===== config.mk =====
export PLATFORM = sky130hd
export DESIGN_NAME = mux_rr_arbiter
export DESIGN_NICKNAME = d
export VERILOG_FILES = /design/src/rtl/mux_rr_arbiter.sv
export SDC_FILE = /design/constraint.sdc
export NUM_CORES = 1
export LEC_CHECK = 0
export CELL_PAD_IN_SITES_DETAIL_PLACEMENT = 0
export CELL_PAD_IN_SITES_GLOBAL_PLACEMENT = 1
export CORE_ASPECT_RATIO = 1.4
export CORE_MARGIN = 2
export CORE_UTILIZATION = 31
export CTS_BUF_LIST = sky130_fd_sc_hd__clkbuf_8
export CTS_CLUSTER_SIZE = 10
export DETAILED_ROUTE_END_ITERATION = 10
export PLACE_DENSITY_LB_ADDON = 0.05
export SLEW_MARGIN = 40
export SYNTH_ARGS = -nofsm -noshare
export SYNTH_HDL_FRONTEND = slang
export SYNTH_SLANG_ARGS = --single-unit
export TNS_END_PERCENT = 50

===== constraint.sdc =====
create_clock -name clk -period 2.9 [get_ports clk]
set_clock_uncertainty 0.1 [all_clocks]
set_input_delay 0.58 -clock clk [delete_from_list [all_inputs] [get_ports clk]]
set_output_delay 0.58 -clock clk [all_outputs]
set_load 0.02 [all_outputs]

===== src/rtl/mux_rr_arbiter.sv =====
// Round-robin owner of the shared WIDTH-bit 2:1 output mux: drives sel and the
// valid/ready handshake, bounding each ownership to MAX_BURST transfers under contention.
//
//  state | meaning
//  ------+-------------------------------------------------------------
//  IDLE  | no owner; sel = 0, out_valid = 0
//  OWN_A | requester A owns the channel; sel = 0
//  OWN_B | requester B owns the channel; sel = 1
module mux_rr_arbiter #(
    parameter int WIDTH     = 4,
    parameter int MAX_BURST = 4
) (
    input  logic             clk,
    input  logic             rst_n,
    input  logic             req_a,
    input  logic [WIDTH-1:0] data_a,
    output logic             ack_a,
    input  logic             req_b,
    input  logic [WIDTH-1:0] data_b,
    output logic             ack_b,
    output logic             out_valid,
    input  logic             out_ready,
    output logic [WIDTH-1:0] out_data,
    output logic             sel,
    output logic             busy,
    output logic [3:0]       burst_cnt
);

    typedef enum logic [1:0] {
        IDLE  = 2'd0,
        OWN_A = 2'd1,
        OWN_B = 2'd2
    } state_t;

    localparam logic [3:0] CNT_LAST = 4'(MAX_BURST - 1);

    state_t     state_q, state_d;
    logic       last_q, last_d;   // last owner: 0 = A, 1 = B
    logic [3:0] cnt_q, cnt_d;

    logic       own_a, own_b;
    logic       own_req, oth_req;
    logic       oth_id;
    state_t     oth_state;
    logic       xfer;

    always_ff @(posedge clk or negedge rst_n) begin
        if (!rst_n) begin
            state_q <= IDLE;
            last_q  <= 1'b1;
            cnt_q   <= 4'd0;
        end else begin
            state_q <= state_d;
            last_q  <= last_d;
            cnt_q   <= cnt_d;
        end
    end

    always_comb begin
        own_a     = (state_q == OWN_A);
        own_b     = (state_q == OWN_B);
        out_valid = (own_a & req_a) | (own_b & req_b);
        xfer      = out_valid & out_ready;
        ack_a     = own_a & xfer;
        ack_b     = own_b & xfer;
        sel       = own_b;
        busy      = (state_q != IDLE);
        burst_cnt = cnt_q;
        out_data  = sel ? data_b : data_a;
    end

    // The OWN states are handled symmetrically via "own" and "other" views.
    always_comb begin
        state_d   = state_q;
        last_d    = last_q;
        cnt_d     = cnt_q;
        own_req   = own_b ? req_b : req_a;
        oth_req   = own_b ? req_a : req_b;
        oth_state = own_b ? OWN_A : OWN_B;
        oth_id    = ~own_b;

        case (state_q)
            IDLE: begin
                if (req_a && (!req_b || last_q)) begin
                    state_d = OWN_A;
                    last_d  = 1'b0;
                    cnt_d   = 4'd0;
                end else if (req_b) begin
                    state_d = OWN_B;
                    last_d  = 1'b1;
                    cnt_d   = 4'd0;
                end
            end
            OWN_A, OWN_B: begin
                if (!own_req) begin
                    cnt_d = 4'd0;
                    if (oth_req) begin
                        state_d = oth_state;
                        last_d  = oth_id;
                    end else begin
                        state_d = IDLE;
                    end
                end else if (xfer) begin
                    if (cnt_q == CNT_LAST) begin
                        // Burst window exhausted: hand off if contended, else restart window.
                        cnt_d = 4'd0;
                        if (oth_req) begin
                            state_d = oth_state;
                            last_d  = oth_id;
                        end
                    end else begin
                        cnt_d = cnt_q + 4'd1;
                    end
                end
            end
            default: begin
                state_d = IDLE;
                cnt_d   = 4'd0;
            end
        endcase
    end

endmodule


### After elaboration in Yosys (flattened, before gate mapping)

Index checks and enable logic that the tools add are counted.

* flip-flop bits (word level): 7
* input port bits: 13
* output and inout bits: 13
* word-level logic and storage cells: 53

* add/sub/neg operators: 1
* eq/ne operators: 7
* mux-type cells: 25
* bitwise logic cells: 7
* reduce and logical (&&, ||, !) cells: 10

Operators with widths (number)
* two-way mux 4 bit: 6
* two-way mux 2 bit: 8
* != test 3 bit (second input constant): 4
* two-way mux 1 bit: 8
* case mux 4 bit (2 select lines): 1
* AND reduction 4 bit: 2
* bitwise AND 1 bit: 5
* adder 4 x 1 -> 4 bit (second input constant): 1
* equality test 4 x 2 -> 1 bit (second input constant): 1
* case mux 2 bit (2 select lines): 1
* nonzero test 2 bit: 2
* equality test 2 x 1 -> 1 bit (second input constant): 1
* equality test 2 bit (second input constant): 1
* zero test 2 bit: 1
* case mux 1 bit (2 select lines): 1
* AND reduction 2 bit: 1
* OR reduction 2 bit: 1
* logical AND 1 bit: 1
* zero test 1 bit: 1
* logical OR 1 bit: 1
* inverter 1 bit: 1
* bitwise OR 1 bit: 1

### Logic depth before layout (Yosys ltp)

Gate-level depths: netlist of the first run.

* depth after elaboration: 7
* mapped depth: 8

### Least setup slack after synthesis of the first run

OpenSTA, ideal clock, no wires.

* path type: reg2out
* start point: register state_q[0]
* end point: output ack_a
* arrival time: 1.585 ns
* path slack: 0.635 ns
* stages on the path, launching flop included: 7
* buffers on the path: 1
* cells stage by stage: dfrtp_1 inv_1 ha_1 buf_2 nand2_1 nand2_1 and3_1

* cells in the longest elaborated chain, start to end: 5
* elaborated cells on any way between the ends: 7

Ends and longest elaborated chain
* from (decl): line 37 `state_t state_q, state_d;`
* from (signal assigned): line 53 `state_q <= state_d;`
* equality test 2 bit: line 61 `own_b = (state_q == OWN_B);`
* named net sel: line 24 `output logic sel,`
* bitwise AND 1 bit: line 62 `out_valid = (own_a & req_a) | (own_b & req_b);`
* bitwise OR 1 bit: line 62
* named net out_valid: line 21 `output logic out_valid,`
* bitwise AND 1 bit: line 63 `xfer = out_valid & out_ready;`
* bitwise AND 1 bit: line 64 `ack_a = own_a & xfer;`
* to (decl): line 17 `output logic ack_a,`

The timed path passes the listed nets, and every way through them passes these cells.

### Worst setup path after layout of the first run

* start point: register state_q[0]
* end point: output ack_b

* cells in the longest elaborated chain, start to end: 5
* elaborated cells on any way between the ends: 7

Ends and longest elaborated chain
* equality test 2 x 1 -> 1 bit or equality test 2 bit (tied branches): line 60, 61
* bitwise AND 1 bit: line 62
* bitwise OR 1 bit: line 62
* bitwise AND 1 bit: line 63
* bitwise AND 1 bit *: line 65 `ack_b = own_b & xfer;`
* to (decl): line 20 `output logic ack_b,`

Every way passes the cells marked *; elsewhere a longest branch is shown, timed or not.

==> results of run 1 <==
-- state kept, by name, summed over array words and instances (netlist names) --
| register | count |
|---|---|
| last_q | 1 |
| burst_cnt | 4 |
| state_q | 2 |
-- layout make-up --
cell class | instances | area [sq um] | share of cell area (%)
Clock buffer | 3 | 41.3 | 4.39
Tap cell | 21 | 26.3 | 2.79
Sequential cell | 7 | 176 | 18.7
Clock inverter | 1 | 3.75 | 0.399
Timing Repair Buffer | 27 | 265 | 28.2
Multi-Input combinational cell | 53 | 409 | 43.5
Inverter | 5 | 18.8 | 1.99
-- metal layers --
metal	GRT usage [%]	share of wire, %	up-vias
met4	8.29	1.0	0
met2	23.7	53	17
met3	3.22	3.6	2
met5	0	0	-
met1	18.2	42	267
li1	-	-	300
-- placed cells by master, fill, tap and decap left out, drive strengths merged --
cell type and count:
a211oi 1, a21oi 2, a221oi 1, a31oi 1
and3 3, buf 2, clkbuf 3, clkdlybuf4s50 25
dfrtp 6, dfstp 1, ha 5, inv 6
mux2 6, mux2i 3, nand2 9, nand2b 4
nand3 1, nand3b 2, nand4 1, nor2 3
nor3b 1, o2111ai 1, o211ai 1, o21ai 5
o2bb2ai 2, or2b 1
-- worst min path at each step --
stage                   end  slack [ns]  cells after the start  startpoint
2_1_floorplan  burst_cnt[0]        0.18                      0       rst_n
3_3_place_gp         last_q        0.36                      2      last_q
3_5_place_dp         last_q        0.37                      2      last_q
4_1_cts              last_q        0.37                      2      last_q
5_1_grt              last_q        0.42                      2      last_q
6_report             last_q        0.37                      2      last_q
-- worst max-delay path, delay by kind of cell, from the launching register on --
family	cells	cell delay (ns)
simple gates	3	0.37
flops	1	0.40
buf+inv	2	0.70
fa+ha+maj	1	0.35
-- through the flow --
| step | util [%] | power (mW) | setup WS (ns) | area, sq um | cells |
|---|---|---|---|---|---|
| 4_1_cts | 49.5 | 0.883 | 0.153 | 941 | 117 |
| 3_3_place_gp | 47.0 | 0.746 | 0.244 | 893 | 113 |
| 6_report | 49.5 | 0.870 | 0.175 | 941 | 117 |
| 3_5_place_dp | 47.0 | 0.747 | 0.213 | 893 | 113 |
| 2_1_floorplan | - | 0.564 | 0.635 | 612 | 67 |
| 5_1_grt | 49.5 | 0.959 | 0.0227 | 941 | 117 |
-- report_power, final --
part / leakage (nW) / total (mW) / internal [mW] / switching (mW)
Combinational: 0.297 / 0.586 / 0.273 / 0.313
Clock: 0.0269 / 0.127 / 0.0909 / 0.0358
Sequential: 0.0908 / 0.157 / 0.133 / 0.0247
-- cells by family after synthesis --
| group | count (synthesis) |
|---|---|
| AND/OR/NAND/NOR | 25 |
| AO/OA/AOI/OAI | 14 |
| multiplexers | 9 |
| buffers and inverters | 7 |
| flip-flops | 7 |
| adder cells (fa/ha/maj) | 5 |
==> qor.csv, run 1 <==
stage,metric,value,unit
run_status,status,completed,
setup_path,cp_max_fo,14,
cts,h-tree-depth,1,
timing,period_share,94.0,%
detailed_routing,avgViaCountPerCell,5.01,
cts,cts_buffers,3,
cts,ctsResizeCount,1,
cts,clkSinkCount,7,
grt,antenna_found_initial,0,
cts,cts-root-buf,clkbuf_8,
synthesis,synth_ff_type,dfrtp_1,
detailed_routing,drc,0,
pwr,vdd_drop_max,0.000650,V
grt,track_usage,14.8,%
timing,drv_slew,0,
final_layout,area_growth,53.8,%
detailed_routing,wire_per_inst,12.4,um
synthesis,synth-simple-area-share,22.5,%
detailed_routing,drtIter0Drc,8,
setup_path,crit_type,flop to output port,
setup_path,startpoint,state_q[0],
setup_path,max_stage_delay,0.60,ns
timing,fin_crit,2.73,ns
setup_path,crit_path_frequent_cell,nand2_1,
die,die_area,2350,sq um
setup_path,r2r-start,state_q[0],
setup_path,endpoint,ack_b,
min_path,holdCritPathClass,flop to flop,
detailed_routing,antenna_left,0,
timing,hold_ws,0.373,ns
synthesis,synth-edff-count,0,
synthesis,post-synth-top-count-cell,nand2_1,
cts,clk_pin_slew,0.04,ns
setup_path,worstPathArrival,2.05,ns
grt,grt_pass1_wl,2.68,mm
setup_path,reg2regPathDepth,7,
timing,tightest_slew,0.384,ns
setup_path,rrSetupSlack,0.66,ns
die,start_util,32.2,%
timing,finalSetupViolCount,0,
grt,grt_pass1_vias,610,
placement,io_buffers,25,
synthesis,synth_compound_area_share,17.8,%
cts,clk_latency,0.22,ns
synthesis,synthAdderAreaFrac,10.2,%
synthesis,synthMuxAreaShare,16.0,%
timing,grt_setup_unrepaired,no,
timing,tns,0,ns
timing,slew_headroom,74.4,%
timing,fmax,367,MHz
synthesis,netlist.area_leader.share,24.5,%
synthesis,synth.top_cells.by_area,"dfrtp_1, ha_1, mux2_2, nand2_1, mux2i_1",
die,core_area,1900,sq um
synthesis,synth_area,612,sq um
die,num_rows,19,
detailed_routing,first_pass_iters,4,
cts,cts_tree,yes,
run,cap_violations,0,
grt,grt_max_degree,15,
pwr,power_density,925,nW/um^2
timing,finalHoldViolCount,0,
synthesis,synth_xor_area_share,0,%
final_layout,antenna_cells,0,
pwr,p_leak,0.415,nW
setup_path,path_cells,inv_1 > ha_2 > nand2_1 > nand2_1 > and3_1 > clkdlybuf4s50_1,
detailed_routing,num_vias,586,
final_layout,fillers,199,
synthesis,synthCells,67,
cts,cts_setup_buffers,0,
cts,cts-hold-fix-buffers,0,
synthesis,synth_nets,85,
synthesis,synthArstFlopShare,100,%
placement,routabilityCongestion,0.699,
setup_path,worst_setup_path_end_kind,output port,
grt,grt_remaining_overflow,0,
synthesis,synth_common_cells,"nand2_1, dfrtp_1, ha_1, inv_1, o21ai_0",
final_layout,final_layout_size_suffix_gt1_share,14.6,%
synthesis,synth_cell_type_count,26,
synthesis,synth.yosys.seq_area_share,28.8,%
final_layout,fin_nets,115,
synthesis,yosys_warnings,0,
placement,hpwl,1.17,mm
synthesis,synth.largest_area_cell,dfrtp_1,
synthesis,ys_ff_latch,7,
setup_path,cp-start-kind,flop,
cts,cts_buffer_depth,2,
setup_path,critical_path.slowest_cell,clkdlybuf4s50_1,
setup_path,timing.rr.end,state_q[0],
setup_path,critical_path_required,2.22,ns
die,num_io_pins,26,
synthesis,syn_avg_cell_area,9.13,sq um
synthesis,synth_top_family_by_area,simple AND/OR/NAND/NOR gates,
die,die_h,56.6,um
detailed_routing,wirelength,1.45,mm
die,fp.dieW,41.5,um
Note: power is estimated with default switching activity, not from simulation.
==> run 2: changes to the inputs <==
Settings changed: HOLD_SLACK_MARGIN set to 0.03, MAX_ROUTING_LAYER set to met4.
==> results of run 2 <==
The final DEF is identical to that of run 1; final timing and power are the same.
Among the figures that moved: final weighted congestion in routability-driven placement 0.699 -> 0.706; overall routing resource usage 14.8% -> 15.2%
